<file path="src/rtl/shift_seq_ctrl_if.sv">
// shift_seq_ctrl_if: request and result handshake bundle for shift_seq_ctrl.
// The master side issues requests and consumes results; the controller is the slave.
interface shift_seq_ctrl_if #(
    parameter int C_BIT_NUM = 24,
    parameter int C_CNT_W   = $clog2(C_BIT_NUM + 1)
);
    logic                 REQ_VALID;
    logic                 REQ_READY;
    logic [1:0]           REQ_OP;
    logic [C_CNT_W-1:0]   REQ_AMT;
    logic [C_BIT_NUM-1:0] REQ_DATA;
    logic                 RES_VALID;
    logic                 RES_READY;
    logic [C_BIT_NUM-1:0] RES_DATA;

    modport master (
        output REQ_VALID, REQ_OP, REQ_AMT, REQ_DATA, RES_READY,
        input  REQ_READY, RES_VALID, RES_DATA
    );

    modport slave (
        input  REQ_VALID, REQ_OP, REQ_AMT, REQ_DATA, RES_READY,
        output REQ_READY, RES_VALID, RES_DATA
    );
endinterface

</file>
<file path="src/rtl/shift_seq_ctrl.sv">
// shift_seq_ctrl: loads an operand into univ_shift_reg and steps it one bit per cycle.
// Define SHIFT_SEQ_ABORT_EN to add the ABORT input.
module shift_seq_ctrl #(
    parameter int C_BIT_NUM = 24,
    parameter int C_CNT_W   = $clog2(C_BIT_NUM + 1)
) (
    input  logic                 CK,
    input  logic                 RST,
    shift_seq_ctrl_if.slave      bus,
    output logic                 BUSY,
    output logic                 SR_S0,
    output logic                 SR_S1,
    output logic                 SR_SLI,
    output logic                 SR_SRI,
    output logic [C_BIT_NUM-1:0] SR_D,
    input  logic [C_BIT_NUM-1:0] SR_Q
`ifdef SHIFT_SEQ_ABORT_EN
    ,
    input  logic                 ABORT
`endif
);

    typedef enum logic [1:0] {
        IDLE,
        LOAD,
        SHIFT,
        DONE
    } state_e;

    localparam logic [1:0] OP_SLL = 2'b00;
    localparam logic [1:0] OP_SRL = 2'b01;
    localparam logic [1:0] OP_SRA = 2'b10;
    localparam logic [1:0] OP_ROR = 2'b11;

    localparam logic [1:0] M_HOLD  = 2'b00;
    localparam logic [1:0] M_LEFT  = 2'b01;
    localparam logic [1:0] M_RIGHT = 2'b10;
    localparam logic [1:0] M_LOAD  = 2'b11;

    localparam logic [C_CNT_W-1:0] CNT_MAX = C_CNT_W'(C_BIT_NUM);
    localparam logic [C_CNT_W-1:0] CNT_ONE = C_CNT_W'(1);

    state_e               state;
    state_e               state_nx;
    logic [1:0]           op;
    logic [C_CNT_W-1:0]   cnt;
    logic [C_BIT_NUM-1:0] sr_d;
    logic [C_CNT_W-1:0]   amt_sat;
    logic [1:0]           mode;
    logic                 sri;
    logic                 req_ready;
    logic                 res_valid;
    logic                 busy;
    logic                 accept;
    logic                 abort_hit;

`ifdef SHIFT_SEQ_ABORT_EN
    assign abort_hit = ABORT && (state == LOAD || state == SHIFT);
`else
    assign abort_hit = 1'b0;
`endif

    assign amt_sat = (bus.REQ_AMT > CNT_MAX) ? CNT_MAX : bus.REQ_AMT;
    assign accept  = bus.REQ_VALID && req_ready;

    always_ff @(posedge CK) begin
        if (RST) begin
            state <= IDLE;
            op    <= OP_SLL;
            cnt   <= '0;
            sr_d  <= '0;
        end else begin
            state <= state_nx;
            if (accept) begin
                op   <= bus.REQ_OP;
                cnt  <= amt_sat;
                sr_d <= bus.REQ_DATA;
            end else if (state == SHIFT) begin
                cnt <= cnt - CNT_ONE;
            end
        end
    end

    always_comb begin
        state_nx  = state;
        mode      = M_HOLD;
        sri       = 1'b0;
        req_ready = 1'b0;
        res_valid = 1'b0;
        busy      = 1'b0;
        unique case (state)
            IDLE: begin
                req_ready = !RST;
                if (bus.REQ_VALID && !RST) begin
                    state_nx = LOAD;
                end
            end
            LOAD: begin
                busy     = 1'b1;
                mode     = M_LOAD;
                state_nx = (cnt != '0) ? SHIFT : DONE;
            end
            SHIFT: begin
                busy = 1'b1;
                mode = (op == OP_SLL) ? M_LEFT : M_RIGHT;
                unique case (op)
                    OP_SRA:  sri = SR_Q[C_BIT_NUM-1];
                    OP_ROR:  sri = SR_Q[0];
                    default: sri = 1'b0;
                endcase
                if (cnt == CNT_ONE) begin
                    state_nx = DONE;
                end
            end
            DONE: begin
                busy      = 1'b1;
                res_valid = 1'b1;
                if (bus.RES_READY) begin
                    state_nx = IDLE;
                end
            end
            default: state_nx = IDLE;
        endcase
        // An abort freezes the register in the same cycle it is seen.
        if (abort_hit) begin
            state_nx = IDLE;
            mode     = M_HOLD;
            sri      = 1'b0;
        end
    end

    assign bus.REQ_READY = req_ready;
    assign bus.RES_VALID = res_valid;
    assign bus.RES_DATA  = SR_Q;
    assign BUSY          = busy;
    assign SR_S1         = mode[1];
    assign SR_S0         = mode[0];
    assign SR_SLI        = 1'b0;
    assign SR_SRI        = sri;
    assign SR_D          = sr_d;

endmodule

</file>
<file path="src/flat_wrapper.sv">
// flat-port wrapper written by rule: the top's interface ports become plain ports
module shift_seq_ctrl_flat 
#(
    parameter int C_BIT_NUM = 24,
    parameter int C_CNT_W   = $clog2(C_BIT_NUM + 1)
)
  (CK, RST, BUSY, SR_S0, SR_S1, SR_SLI, SR_SRI, SR_D, SR_Q, bus_REQ_VALID, bus_REQ_OP, bus_REQ_AMT, bus_REQ_DATA, bus_RES_READY, bus_REQ_READY, bus_RES_VALID, bus_RES_DATA);
  shift_seq_ctrl_if #(.C_BIT_NUM(C_BIT_NUM), .C_CNT_W(C_CNT_W)) bus_i ();
  input  logic CK;
  input  logic RST;
  output logic BUSY;
  output logic SR_S0;
  output logic SR_S1;
  output logic SR_SLI;
  output logic SR_SRI;
  output logic [C_BIT_NUM-1:0] SR_D;
  input  logic [C_BIT_NUM-1:0] SR_Q;
  input wire logic [$bits(bus_i.REQ_VALID)-1:0] bus_REQ_VALID;
  input wire logic [$bits(bus_i.REQ_OP)-1:0] bus_REQ_OP;
  input wire logic [$bits(bus_i.REQ_AMT)-1:0] bus_REQ_AMT;
  input wire logic [$bits(bus_i.REQ_DATA)-1:0] bus_REQ_DATA;
  input wire logic [$bits(bus_i.RES_READY)-1:0] bus_RES_READY;
  output wire logic [$bits(bus_i.REQ_READY)-1:0] bus_REQ_READY;
  output wire logic [$bits(bus_i.RES_VALID)-1:0] bus_RES_VALID;
  output wire logic [$bits(bus_i.RES_DATA)-1:0] bus_RES_DATA;
  assign bus_i.REQ_VALID = bus_REQ_VALID;
  assign bus_i.REQ_OP = bus_REQ_OP;
  assign bus_i.REQ_AMT = bus_REQ_AMT;
  assign bus_i.REQ_DATA = bus_REQ_DATA;
  assign bus_i.RES_READY = bus_RES_READY;
  assign bus_REQ_READY = bus_i.REQ_READY;
  assign bus_RES_VALID = bus_i.RES_VALID;
  assign bus_RES_DATA = bus_i.RES_DATA;
  shift_seq_ctrl #(.C_BIT_NUM(C_BIT_NUM), .C_CNT_W(C_CNT_W)) u_core (.CK(CK), .RST(RST), .bus(bus_i), .BUSY(BUSY), .SR_S0(SR_S0), .SR_S1(SR_S1), .SR_SLI(SR_SLI), .SR_SRI(SR_SRI), .SR_D(SR_D), .SR_Q(SR_Q));
endmodule
</file>
<file path="config.mk">
export PLATFORM = sky130hd
export DESIGN_NAME = shift_seq_ctrl_flat
export DESIGN_NICKNAME = d
export VERILOG_FILES = /design/src/rtl/shift_seq_ctrl_if.sv /design/src/rtl/shift_seq_ctrl.sv /design/src/flat_wrapper.sv
export SDC_FILE = /design/constraint.sdc
export NUM_CORES = 1
export LEC_CHECK = 0
export ABC_AREA = 1
export BUFFER_PORTS_ARGS = -buffer_cell sky130_fd_sc_hd__buf_2
export CAP_MARGIN = 5
export CORE_MARGIN = 4
export CORE_UTILIZATION = 44
export CTS_CLUSTER_SIZE = 40
export DETAILED_ROUTE_END_ITERATION = 8
export PLACE_DENSITY_LB_ADDON = 0.12
export RECOVER_POWER = 100
export SYNTH_ARGS = -nofsm -noshare
export SYNTH_HDL_FRONTEND = slang
export SYNTH_SLANG_ARGS = --single-unit
</file>
<file path="constraint.sdc">
create_clock -name CK -period 3.1 [get_ports CK]
set_input_delay 0.62 -clock CK [delete_from_list [all_inputs] [get_ports CK]]
set_output_delay 0.62 -clock CK [all_outputs]
set_load 0.05 [all_outputs]
</file>
==> out/metrics.cfg <==
[detailed_routing]
postRouteAntennaNets = 0
drt-pass1-iter-count = 4
vias = 1479
wl_mm = 3.48
drt_iter0_markers = 82
viasPerCell = 4.64
drc_errors = 0
wl_per_cell_um = 10.9

[power_and_ir_drop]
ir_worst_vdd_v = 0.000343
powerDensity_nw_per_um2 = 918
leakage_nw = 0.927

[synthesis]
synth_compound_area_share_pct = 6.44
synth_xor_area_share_pct = 0.524
syn_nets = 294
synth_mux_area_share_pct = 0
ys_ff_latch = 33
ys_seq_area_share_pct = 39.6
synth_top_family_by_area = simple AND/OR/NAND/NOR gates
synth.distinct_cells = 23
synth.avg_cell_area_um2 = 7.33
netlist_instances = 228
synth-simple-area-share_pct = 28.8
synth_fa_ha_area_share_pct = 5.24
synth_area_um2 = 1670
ys_warn_count = 0

[timing]
tns_ns = 0
rsz0062_at_grt = no
finalSetupViolCount = 0
fmax_mhz = 401
period_needed_ns = 2.49
fin_ws_ns = 0.609
period_share_pct = 80.4
worst_pin_slew_ns = 1.30
max_slew_margin_pct = 13.4
drv_slew = 0
hold_viol = 0
fin_worst_skew_ns = 0.00555

[place]
gp_congestion = 0.797
place_ws_ns = 1.00
portBuffers = 68
dpl.hpwl_mm = 2.53

[floorplanning]
die_x_um = 69.6
ios = 114
num_rows = 22
dieHeight_um = 69.6
core_um2 = 3660
die_area_um2 = 4850
start_util_pct = 45.6

[global_route]
grt_max_degree = 34
grtUsageMet1_pct = 17.6
overflow = 0
gr-usage-all-layers_pct = 14.9
grt_use_met2_pct = 23.2
grt_use_met3_pct = 7.39
top_usage_layer = met2
grt_pass1_wl_mm = 5.93
antenna_found_initial = 0
grt_pass1_vias = 1400

[final_layout]
multi_input_area_um2 = 684
final_cell_mix = 64 x nand2_1, 35 x clkbuf_1, 35 x buf_2, 33 x dfxtp_1, 32 x nand3_1
seqCellArea_um2 = 661
layout_commonest_cell = nand2_1
synthToLayoutAreaGrowth_pct = 11.9
antenna_cells = 0
fin_nets = 336
fill_cells = 403
drive_above_1_share_pct = 15.9

[min_path]
hp-class = register to register

[clock_tree]
cts_tree = built
post_cts_buffers = 0
ctsHoldBuffers = 0
clock-sinks = 33
clock-root-buffer = clkbuf_8
clk_pin_slew_ns = 0.06
clockBufferDepth = 2
worstSkewPairLatency_ns = 0.28
htree_num_levels = 2
cts_made_buffers = 5
cts-resized-gates = 0

[flow_run]
drv_cap = 0

[worst_setup_path]
endpoint_kind = output port
critical_path_class = register to output port
path_max_fanout = 7
critPathRequiredTime_ns = 2.48
cp.arrival_ns = 1.87
startpoint_type = register

[run_status]
status = finished clean

-- Yosys cell counts --
| cell | count | area, um^2 |
|---|---|---|
| clkinv_1 | 1 | 3.75 |
| nand3_4 | 1 | 17.5 |
| clkbuf_1 | 1 | 3.75 |
| buf_4 | 27 | 203 |
| inv_2 | 2 | 7.51 |
| nor4_1 | 1 | 6.26 |
| buf_2 | 5 | 25.0 |
| nand4_1 | 3 | 18.8 |
| conb_1 | 1 | 3.75 |
| nand3_1 | 32 | 160 |
| nor2_1 | 10 | 37.5 |
| buf_6 | 1 | 11.3 |
| inv_1 | 18 | 67.6 |
| o21ai_0 | 2 | 10.0 |
| o21ai_1 | 6 | 30.0 |
| nand2_1 | 64 | 240 |
| a21oi_1 | 9 | 45.0 |
| a21oi_2 | 1 | 8.76 |
| o211ai_1 | 1 | 7.51 |
| xor2_1 | 1 | 8.76 |
| a31oi_1 | 1 | 6.26 |
| dfxtp_1 | 33 | 661 |
| ha_1 | 7 | 87.6 |
-- per-stage QoR --
step           instance area (um^2)  power (mW)  std cells  hold WS (ns)  util, %
2_1_floorplan                  1670        1.37        228         0.460        -
3_3_place_gp                   1840        1.47        311         0.452     50.1
3_5_place_dp                   1840        1.46        311         0.457     50.1
4_1_cts                        1920        1.77        319         0.466     52.4
5_1_grt                        1870        1.85        319         0.484     51.1
6_report                       1870        1.72        319         0.465     51.1
-- kinds of logic after synthesis --
kind of cell	after synthesis
compound gates	20
other cells	1
flops	33
xor+xnor	1
fa+ha+maj	7
simple gates	111
buf+inv	55
-- power by group --
part,internal [mW],switching [mW],leakage (nW)
clock network,0.155,0.148,0.0450
logic,0.202,0.630,0.611
registers,0.526,0.0549,0.271
total,0.883,0.833,0.927
-- flip-flops by register name (all words and copies together), names as in the netlist --
name and flops:
u_core.SR_D 24, u_core.cnt 5, u_core.op 2, u_core.state 2
-- metal layers --
metal,part of all wire (%),vias to the layer above
met2,45,48
li1,-,778
met1,44,644
met3,9.6,9
met5,0,-
met4,1.3,0
-- layout make-up --
| type | count | share of cell area [%] |
|---|---|---|
| well taps | 48 | 3.21 |
| flip-flops and latches | 33 | 35.3 |
| multi-input cells | 140 | 36.6 |
| clock buffers | 6 | 3.88 |
| repair buffers | 69 | 16.2 |
| clock inverters | 2 | 0.535 |
| inverters | 21 | 4.22 |
-- worst max-delay path, cell delays in order (launching register included) --
cell and delay [ns]:
dfxtp_1 0.35, inv_1 0.11, ha_1 0.29, inv_1 0.09
nor4_1 0.25, clkbuf_1 0.50
-- worst paths after layout --
kind,cells past startpoint,endpoint,start,slack [ns]
min reg2reg,2,u_core.SR_D[20]$_SDFFE_PP0P_,u_core.SR_D[20]$_SDFFE_PP0P_,0.46
max reg2reg,8,u_core.cnt[1]$_SDFFE_PP0P_,u_core.state[0]$_SDFFE_PP0P_,0.84
min,2,u_core.SR_D[20]$_SDFFE_PP0P_,u_core.SR_D[20]$_SDFFE_PP0P_,0.46
max,5,SR_SRI,u_core.state[0]$_SDFFE_PP0P_,0.61
Note: power is estimated with default switching activity, not from simulation.
